`src/rtl/pwm_pkg.sv`:
```
// Shared definitions for the PWM receive path: FSM states and the timeout count.
package pwm_pkg;

    typedef enum logic {
        IDLE = 1'b0,
        MEAS = 1'b1
    } pwm_state_e;

    // Counters are WIDTH+1 bits wide; the timeout fires when they reach all-ones.
    function automatic int unsigned tmo_count(input int unsigned width);
        return (32'd1 << (width + 1)) - 32'd1;
    endfunction

endpackage

```
`src/rtl/sync_2ff.sv`:
```
// Two-flop synchroniser for a single asynchronous input; resets to 0.
module sync_2ff (
    input  logic clk,
    input  logic reset_n,
    input  logic d,
    output logic q
);

    logic meta;

    always_ff @(posedge clk or negedge reset_n) begin
        if (!reset_n) begin
            meta <= 1'b0;
            q    <= 1'b0;
        end else begin
            meta <= d;
            q    <= meta;
        end
    end

endmodule

```
`src/rtl/pwm_decode.sv`:
```
// Measures an incoming PWM waveform: period between rising edges and high time,
// one registered result per period, with a timeout result while the input is static.
module pwm_decode
    import pwm_pkg::*;
#(
    parameter int unsigned WIDTH  = 8,
    parameter bit          INVERT = 1'b0
) (
    input  logic             clk,
    input  logic             reset_n,
    input  logic             pwm_in,
    output logic [WIDTH-1:0] level,
    output logic [WIDTH:0]   period,
    output logic             valid,
    output logic             stale
);

    localparam int unsigned    TMO_INT = tmo_count(WIDTH);
    localparam logic [WIDTH:0] TMO     = TMO_INT[WIDTH:0];
    localparam logic [WIDTH:0] ONE     = {{WIDTH{1'b0}}, 1'b1};

    logic           s_sync;
    logic           s;
    logic           s_d;
    logic           rise;
    logic           timeout;
    pwm_state_e     state;
    logic [WIDTH:0] per_cnt;
    logic [WIDTH:0] hi_cnt;
    logic [WIDTH:0] per_inc;
    logic [WIDTH:0] hi_inc;
    logic [WIDTH-1:0] hi_level;

    sync_2ff u_sync (
        .clk     (clk),
        .reset_n (reset_n),
        .d       (pwm_in),
        .q       (s_sync)
    );

    assign s = s_sync ^ INVERT;

    always_ff @(posedge clk or negedge reset_n) begin
        if (!reset_n) begin
            s_d <= 1'b0;
        end else begin
            s_d <= s;
        end
    end

    assign rise    = s & ~s_d;
    assign timeout = (per_cnt == TMO) & ~rise;

    always_comb begin
        per_inc  = (per_cnt == TMO) ? per_cnt : per_cnt + ONE;
        hi_inc   = (hi_cnt  == TMO) ? hi_cnt  : hi_cnt  + ONE;
        hi_level = hi_cnt[WIDTH] ? '1 : hi_cnt[WIDTH-1:0];
    end

    // The rise cycle itself is the first high cycle of the new period, hence reload to 1.
    always_ff @(posedge clk or negedge reset_n) begin
        if (!reset_n) begin
            state   <= IDLE;
            per_cnt <= '0;
            hi_cnt  <= '0;
            level   <= '0;
            period  <= '0;
            valid   <= 1'b0;
            stale   <= 1'b0;
        end else begin
            valid <= 1'b0;
            if (rise) begin
                if (state == MEAS) begin
                    level  <= hi_level;
                    period <= per_cnt;
                    stale  <= 1'b0;
                    valid  <= 1'b1;
                end
                state   <= MEAS;
                per_cnt <= ONE;
                hi_cnt  <= ONE;
            end else if (timeout) begin
                level   <= s ? '1 : '0;
                period  <= '0;
                stale   <= 1'b1;
                valid   <= 1'b1;
                per_cnt <= '0;
                state   <= IDLE;
            end else begin
                per_cnt <= per_inc;
                if (state == MEAS && s) begin
                    hi_cnt <= hi_inc;
                end
            end
        end
    end

endmodule

```
`config.mk`:
```
export PLATFORM = sky130hd
export DESIGN_NAME = pwm_decode
export DESIGN_NICKNAME = d
export VERILOG_FILES = /design/src/rtl/pwm_pkg.sv /design/src/rtl/sync_2ff.sv /design/src/rtl/pwm_decode.sv
export SDC_FILE = /design/constraint.sdc
export NUM_CORES = 1
export LEC_CHECK = 0
export CORE_UTILIZATION = 45
export DETAILED_ROUTE_END_ITERATION = 6
export PLACE_DENSITY = 0.67
export SKIP_LAST_GASP = 1
export SYNTH_ARGS = -nofsm -noshare
export SYNTH_HDL_FRONTEND = slang
export SYNTH_HIERARCHICAL = 1
export SYNTH_SLANG_ARGS = --single-unit
```
`constraint.sdc`:
```
create_clock -name clk -period 5.9 [get_ports clk]
set_clock_uncertainty 0.15 [all_clocks]
set_input_delay 1.18 -clock clk [delete_from_list [all_inputs] [get_ports clk]]
set_output_delay 1.18 -clock clk [all_outputs]
set_load 0.1 [all_outputs]
```
==> results of run 1 <==
-- per-layer routing --
metal	up-vias	track usage, %
met5	-	0
met4	0	7.500
met3	5	3.697
met2	30	26.82
met1	594	24.57
li1	587	-
-- worst register-to-register path, delay by kind of cell, from the launching register on --
family | cells | cell delay (ps)
adder cells (fa/ha/maj) | 2 | 510
flip-flops | 1 | 430
AO/OA/AOI/OAI | 1 | 160
AND/OR/NAND/NOR | 4 | 1180
-- kinds of logic (layout without fill, tap and decap cells) --
family | Yosys count | after routing | share of synthesized area (%)
AND/OR/NAND/NOR | 37 | 37 | 12.65
adder cells (fa/ha/maj) | 4 | 4 | 2.811
flip-flops | 41 | 41 | 57.62
XOR/XNOR | 4 | 4 | 1.968
AO/OA/AOI/OAI | 39 | 39 | 13.91
multiplexers | 10 | 10 | 5.622
buffers and inverters | 22 | 43 | 5.411
-- worst min path at each step --
stage | start | to | slack [ps]
after floorplan | u_sync/meta$_DFF_PN0_ | u_sync/q$_DFF_PN0_ | 180
after global placement | u_sync/meta$_DFF_PN0_ | u_sync/q$_DFF_PN0_ | 190
after detailed placement | u_sync/meta$_DFF_PN0_ | u_sync/q$_DFF_PN0_ | 190
after CTS | u_sync/meta$_DFF_PN0_ | u_sync/q$_DFF_PN0_ | 210
after global routing | u_sync/meta$_DFF_PN0_ | u_sync/q$_DFF_PN0_ | 210
final | u_sync/meta$_DFF_PN0_ | u_sync/q$_DFF_PN0_ | 200
-- through the flow --
step | power, mW | area [um^2] | utilization [%] | hold slack [ps] | setup WS (ps)
after detailed placement | 0.6396 | 2006 | 53.97 | 191.1 | 3100
after CTS | 0.8240 | 2096 | 56.40 | 208.8 | 2777
after floorplan | 0.5724 | 1780 | - | 181.2 | 3672
after global placement | 0.6318 | 2006 | 53.97 | 187.2 | 3101
final | 0.8140 | 2096 | 56.40 | 204.9 | 2790
after global routing | 0.8592 | 2096 | 56.40 | 213.4 | 2732
-- power by group through the flow --
stage          Combinational [mW]  Sequential (mW)  Clock [mW]
3_3_place_gp                0.269            0.363           0
6_report                    0.272            0.361       0.181
3_5_place_dp                0.273            0.366           0
2_1_floorplan              0.0688            0.504           0
4_1_cts                     0.274            0.360       0.189
5_1_grt                     0.289            0.367       0.203
-- layout make-up --
cell class	count	area share [%]
clock buffers	6	3.940
clock inverters	1	0.3582
inverters	15	2.687
multi-input cells	94	31.40
flip-flops and latches	41	48.96
well taps	48	2.866
repair buffers	21	9.791
-- sequential cells by signal (all words and copies together) (netlist names) --
name,count
valid,1
u_sync/q,1
per_cnt,9
u_sync/meta,1
stale,1
level,8
hi_cnt,9
state,1
s_d,1
period,9
-- placed cells by master (no fill, tap or decap), types with 4 or more instances in the layout --
cell type	instances
a22o_1	9
ha_1	4
clkbuf_8	6
dfrtp_1	41
nor2_1	9
or3_1	6
a21oi_1	10
nand2_1	4
o21ai_0	13
nand3_1	5
clkdlybuf4s50_1	20
mux2i_1	10
inv_1	14
==> impl_metrics.env, run 1 <==
export IMPL_dr_wl_met3_um=114
export IMPL_worst_endpoint_required_ps=4570
export IMPL_p_per_area_nw_per_um2=388.4
export IMPL_io_buffers=21
export IMPL_reg2reg_from="per_cnt[0]$_DFFE_PN0P_"
export IMPL_start_kind="flop"
export IMPL_p_sw_share_pct=40.22
export IMPL_path_max_fanout=2
export IMPL_wl_met1_mm=1.528
export IMPL_leakage_nw=0.9509
export IMPL_route_vias_total=1216
export IMPL_pwr_share_comb_pct=33.5
export IMPL_peakVddDrop_mv=0.1560
export IMPL_drive_gt1_share_pct=7.303
export IMPL_first_global_vias=1216
export IMPL_clk_pin_slew_ps=70
export IMPL_min_path_cells=0
export IMPL_numPlacedInstances=219
export IMPL_p_clk_share_pct=22.2
export IMPL_worstSetupEndpoint="period[3]"
export IMPL_ys_flop_type="dfrtp_1"
export IMPL_end_kind="output pin"
export IMPL_p_seq_share_pct=44.3
export IMPL_cp_startpoint="period[3]$_DFFE_PN0P_"
export IMPL_clock_sinks=41
export IMPL_area_growth_pct=17.71
export IMPL_synth_seq_area_share_pct=57.62
export IMPL_fin_crit_sh_pct=52.71
export IMPL_ys_types=31
export IMPL_postCtsSetupBuffers=0
export IMPL_cp_depth=1
export IMPL_crit_type="flop to output pin"
export IMPL_netlist_area_um2=1780
export IMPL_final_setup_viol_count=0
export IMPL_slew_viol_final=0
export IMPL_syn_nets=164
export IMPL_drc=0
export IMPL_worstPathArrival_ps=1780
export IMPL_syn_inst=157
export IMPL_synth_seq_cells=41
export IMPL_antenna_found_initial=0
export IMPL_internal_power_uw=486.6
export IMPL_cpMaxStageDelayCell="clkdlybuf4s50_1"
export IMPL_yosys_warnings=6
export IMPL_syn_avg_cell_area_um2=11.34
export IMPL_cts_hold_buf=0
export IMPL_n_antenna_cell=0
export IMPL_synthArstFlopShare_pct=100.0
export IMPL_worstMarginPinSlew_ps=976.5
export IMPL_top_layer_used="met4"
export IMPL_fmaxAchievable_ghz=0.3215
export IMPL_drt_antenna_violating_nets=0
export IMPL_dieArea_um2=4212
export IMPL_routed_via_density=5.381
export IMPL_totalWireLength_mm=3.029
export IMPL_rr_endpoint="hi_cnt[7]$_DFFE_PN0P_"
export IMPL_slew_headroom_pct=34.70
export IMPL_start_util_pct=47.91
export IMPL_yosysTopAreaCellShare_pct=57.62
export IMPL_clock_path_buffers=2
export IMPL_first_pass_iters=4
export IMPL_rsz0062_at_grt="false"
export IMPL_dp_hpwl_mm=2.049
export IMPL_maxCapViolations=0
export IMPL_synthTopCellsByArea="dfrtp_1, mux2i_1, a22o_1"
export IMPL_cts_resized=0
export IMPL_finalNonFillerCells=226
export IMPL_p_sw_uw=327.4
export IMPL_crit_chain="clkdlybuf4s50_1"
export IMPL_grt_pass1_wl_mm=5.602
export IMPL_cts_tree="built"
export IMPL_fin_nets=185
export IMPL_synth_top_cell_by_area="dfrtp_1"
export IMPL_status="finished clean"
export IMPL_cp_slowest_stage_delay_ps=1130
export IMPL_clock_latency_ps=290
export IMPL_cpLargestDelayFamily="buffers and inverters"
export IMPL_final_hold_viol_count=0
export IMPL_setup_tns_ps=0
export IMPL_wire_per_inst_um=13.40
export IMPL_r2r_slack_ps=3380
export IMPL_grt_max_degree=42
export IMPL_finalCriticalPeriod_ps=3110
export IMPL_drt_initial_drc_count=65
export IMPL_std_cell_rows=22
export IMPL_finalWeightedCongestion=0.8039
export IMPL_grt_ovfl_total=0
export IMPL_r2r_cells=7
export IMPL_numCtsBuffers=5
export IMPL_multi_input_area_um2=658.1
export IMPL_final_seq_area_um2=1026
export IMPL_ys_top_cells_by_count="dfrtp_1, inv_1, o21ai_0"
export IMPL_track_usage_pct=17.74
export IMPL_die_height_um=64.90
export IMPL_fp_dieW_um=64.90
export IMPL_worst_hold_path_type="flop to flop"
export IMPL_wl_met2_mm=1.335
export IMPL_cp_num_buf_inv=1
export IMPL_clock_root_buffer="clkbuf_8"
export IMPL_yosysMostFrequentCell="dfrtp_1"
export IMPL_synth_edf_count=0
export IMPL_core_area_um2=3716
export IMPL_cts_max_level=2
export IMPL_n_fill_cell=336
export IMPL_ios=22
(Power assumes the default switching activity.)
==> inputs of run 2 (changes only) <==
==> constraint.sdc (replaced) <==
create_clock -name clk -period 3.1 [get_ports clk]
set_clock_uncertainty 0.15 [all_clocks]
set_input_delay 0.62 -clock clk [delete_from_list [all_inputs] [get_ports clk]]
set_output_delay 0.62 -clock clk [all_outputs]
set_load 0.1 [all_outputs]
==> impl_metrics.env, run 2 (synthesis results as in run 1) <==
export IMPL_status="finished clean"
export IMPL_drive_gt1_share_pct=18.44
export IMPL_dp_hpwl_mm=2.045
export IMPL_final_setup_viol_count=0
export IMPL_final_common_cell="dfrtp_1"
export IMPL_first_pass_iters=4
export IMPL_clock_latency_ps=290
export IMPL_start_kind="flop"
export IMPL_p_per_area_nw_per_um2=758.6
export IMPL_drc=0
export IMPL_worst_endpoint_required_ps=3170
export IMPL_fin_crit_sh_pct=77.94
export IMPL_routed_via_density=5.185
export IMPL_first_global_vias=1171
export IMPL_slew_headroom_pct=41.71
export IMPL_postCtsSetupBuffers=0
export IMPL_die_height_um=64.90
export IMPL_grt_ovfl_total=0
export IMPL_finalCriticalPeriod_ps=2416
export IMPL_drt_initial_drc_count=64
export IMPL_rsz0062_at_grt="false"
export IMPL_clock_path_buffers=2
export IMPL_totalWireLength_mm=2.961
export IMPL_setup_tns_ps=0
export IMPL_setup_slack_ps=683.9
export IMPL_worst_hold_path_type="flop to flop"
export IMPL_path_max_fanout=15
export IMPL_pre_cts_slack_ps=687.8
export IMPL_n_antenna_cell=0
export IMPL_slew_viol_final=0
export IMPL_layout_common_cells="dfrtp_1, buf_4, inv_1"
export IMPL_start_util_pct=47.91
export IMPL_cts_hold_buf=0
export IMPL_area_growth_pct=15.67
export IMPL_largest_registers="hi_cnt (9), per_cnt (9), period (9)"
export IMPL_wire_per_inst_um=13.04
export IMPL_io_buffers=21
export IMPL_end_kind="flop"
export IMPL_worstMarginPinSlew_ps=874.3
export IMPL_dieArea_um2=4212
export IMPL_peakVddDrop_mv=0.3327
export IMPL_route_vias_total=1177
export IMPL_std_cell_rows=22
export IMPL_track_usage_pct=16.91
export IMPL_fp_dieW_um=64.90
export IMPL_antenna_found_initial=0
export IMPL_clk_pin_slew_ps=80
export IMPL_clock_root_buffer="clkbuf_8"
export IMPL_final_hold_viol_count=0
export IMPL_clock_sinks=41
export IMPL_finalWeightedCongestion=0.7850
export IMPL_r2r_slack_ps=680
export IMPL_grt_pass1_wl_mm=5.319
export IMPL_ios=22
export IMPL_crit_type="flop to flop"
export IMPL_core_area_um2=3716
export IMPL_worstPathArrival_ps=2480
export IMPL_grt_max_degree=42
export IMPL_cts_resized=0
export IMPL_leakage_nw=0.9929
export IMPL_fmaxAchievable_ghz=0.4139
export IMPL_cts_tree="built"
export IMPL_fin_nets=185
export IMPL_maxCapViolations=0
export IMPL_numCtsBuffers=5
export IMPL_drt_antenna_violating_nets=0
export IMPL_cts_max_level=2
## run 2: changes by cell type in the layout (fill, tap and decap cells not counted)
cell | previous run | this run
clkbuf_8 | 6 | 7
clkinvlp_4 | 1 | 0
clkinv_2 | 0 | 1
buf_4 | 0 | 19
clkdlybuf4s50_1 | 20 | 1
## run 2: worst paths after layout
check                                       startpoint                     to  depth (start not counted)
worst max register to register  per_cnt[0]$_DFFE_PN0P_  hi_cnt[7]$_DFFE_PN0P_                          7
worst max-delay path            per_cnt[0]$_DFFE_PN0P_  hi_cnt[7]$_DFFE_PN0P_                          7
worst min-delay path             u_sync/meta$_DFF_PN0_     u_sync/q$_DFF_PN0_                          0
worst min register to register   u_sync/meta$_DFF_PN0_     u_sync/q$_DFF_PN0_                          0
min in group asynchronous                      reset_n   level[5]$_DFFE_PN0P_                          1
max in group asynchronous                      reset_n      stale$_DFFE_PN0P_                          1
## run 2: layer usage
metal	routed length (um)	track usage [%]
met1	1518	23.20
met2	1280	25.00
met3	114	4.401
met4	48	7.500
met5	0	0
## run 2: through the flow
| stage | utilization [%] | area (um^2) | power (mW) | std cells | hold slack (ps) |
|---|---|---|---|---|---|
| final | 55.42 | 2059 | 1.562 | 227 | 210.0 |
| after detailed placement | 52.69 | 1958 | 1.205 | 219 | 199.7 |
| after CTS | 55.42 | 2059 | 1.582 | 227 | 216.2 |
| after global routing | 55.42 | 2059 | 1.648 | 227 | 223.6 |
| after global placement | 52.69 | 1958 | 1.195 | 219 | 184.3 |
| after floorplan | - | 1780 | 1.089 | 157 | 174.4 |
## run 2: area by class of cell
class                           instances  area [um^2]
Clock buffer                            7        96.34
Clock inverter                          1        5.005
Fill cell                             312         1657
Inverter                               15        56.30
Multi-Input combinational cell         94        658.1
Sequential cell                        41         1026
Tap cell                               48        60.06
Timing Repair Buffer                   21        157.7
## run 2: critical path: stages, from the launching register on
cell       delay (ps)
dfrtp_1           420
ha_1              240
nand3_1           150
nor3_1             70
ha_1              270
nand4bb_4         350
or4_1             560
a21oi_1           150
## run 2: power by group
group	switching (mW)	total (mW)	internal [mW]
Sequential	0.0742	0.688	0.614
Combinational	0.381	0.503	0.122
Clock	0.170	0.371	0.201
==> RTL change (settings of run 2) <==
Set the parameter `WIDTH` to 6 (it was 8).
--- a/src/rtl/pwm_decode.sv
+++ b/src/rtl/pwm_decode.sv
@@ -3,7 +3,7 @@
 module pwm_decode
     import pwm_pkg::*;
 #(
-    parameter int unsigned WIDTH  = 8,
+    parameter int unsigned WIDTH  = 6,
     parameter bit          INVERT = 1'b0
 ) (
     input  logic             clk,
Ports: changed (resized level and period); port bits go from 22 to 18. No check against the original RTL was run, so the function may have changed too.
==> RTL change against run 2 <==
  * Synthesized area decreased by 15%
  * Routed wire length decreased by 3.1%
  * Maximum frequency increased by 26%
  * Die area decreased by 14%
  * Combinational power decreased by 14%
  * First-iteration DRC count decreased by 52%
  * Power decreased by 21%
  * Sequential power decreased by 18%
  * Clock power decreased by 35%
  * Setup slack improved by 0.50 ns
  * Final area decreased by 17%
  * Sequential cell count decreased by 8
  * Core utilization decreased by 0.58 points
  * Synthesized cell count decreased by 9.6%
  * Critical endpoint is now period[2]
==> RTL change: results <==
[layout]
reg.largest.list = "hi_cnt: 7 flops, per_cnt: 7 flops, period: 7 flops"
drive_above_1_share_pct = 19.50
nNetsFinal = 164
num-fill-cells = 300

[logic_synthesis]
synth_commonest_cells = "33 x dfrtp_1, 18 x nand2_1, 12 x o21ai_0"
yosys-top-cells-area = "dfrtp_1 54%, nand2_1 4.5%, o21ai_0 4.0%, a22o_1 3.5%, a22oi_1 3.0%"
synth_async_sr_flop_share_pct = 100.0
seq_area_frac_synth_pct = 54.46
syn-num-nets = 147
synth_cell_type_count = 38

[clock_tree]
clk_pin_slew_worst_paths_ns = 0.10
root_buffer = "clkbuf_4"
cts_buffers = 5
clk_latency_ns = 0.33
post_cts_buffers = 0

[timing]
max_slew_margin_pct = 67.43

[placement]
place_ws_ns = 1.205
dp_hpwl_um = 2000
routabilityCongestion = 0.8522
port_buffers = 17

[critical_path]
critPathMaxFanout = 16
slowest_delay_ns = 0.48
crit_slowest_cell = "dfrtp_1"
cp.arrival_ns = 1.99

[drt]
route.met3.wl_um = 92
drtIter0Drc = 31
wl_met2_um = 1186
vias = 1111
wl_um = 2870
drt-pass1-iter-count = 4
m1WireLength_um = 1540

[pwr]
seq_cell_power_w = 0.000567
p_sw_share_pct = 42.51
vdd_drop_max_v = 0.0004257
power.leakage_nw = 0.8146
combinationalPowerShare_pct = 34.8
p_int_w = 0.0007130

[global_route]
grt_max_degree = 34
grt_pass1_wl_um = 5043
grtUsageTotal_pct = 19.34

[run_status]
run_status = "finished, final reports clean"
==> RTL change: cell families (layout without fill, tap and decap cells) <==
logic type,count (synthesis),count (layout),share of synthesized area [%]
flip-flops,33,33,54.46
AO/OA/AOI/OAI,39,39,19.14
XOR/XNOR,4,4,2.311
AND/OR/NAND/NOR,55,55,18.81
buffers and inverters,9,26,3.630
adder cells (fa/ha/maj),2,2,1.650
==> RTL change: routing by layer <==
layer | GRT usage [%] | vias up
li1 | - | 550
met1 | 28.31 | 537
met2 | 26.98 | 19
met3 | 4.545 | 5
met4 | 8.970 | 0
met5 | 0 | -
==> RTL change: critical path: cells and delay by family (launching register included) <==
| family | cells | cell delay [ns] |
|---|---|---|
| AOI/OAI and AO/OA | 2 | 0.33 |
| and+or+nand+nor | 2 | 0.85 |
| DFF | 1 | 0.48 |
==> RTL change: metrics by stage <==
stage | utilization (%) | instances | instance area (um^2)
CTS | 54.84 | 203 | 1715
global placement | 53.08 | 196 | 1660
finish | 54.84 | 203 | 1715
global route | 54.84 | 203 | 1715
detailed placement | 53.08 | 196 | 1660
floorplan | - | 142 | 1516
==> RTL change: cell type report <==
class,instances,share of cell area [%]
Tap cell,44,3.209
Timing Repair Buffer,18,8.169
Sequential cell,33,48.14
Inverter,1,0.2188
Multi-Input combinational cell,100,37.05
Clock buffer,7,3.209
==> RTL change: worst paths after layout <==
| path | startpoint | end | slack (ns) | cells after the start |
|---|---|---|---|---|
| max | u_sync/q | period[2] | 1.18 | 4 |
| min | u_sync/meta | u_sync/q | 0.21 | 0 |
| max reg2reg | u_sync/q | period[2] | 1.18 | 4 |
| min reg2reg | u_sync/meta | u_sync/q | 0.21 | 0 |
| max in group asynchronous | reset_n | per_cnt[5] | 1.97 | 2 |
| min in group asynchronous | reset_n | valid | 0.54 | 2 |
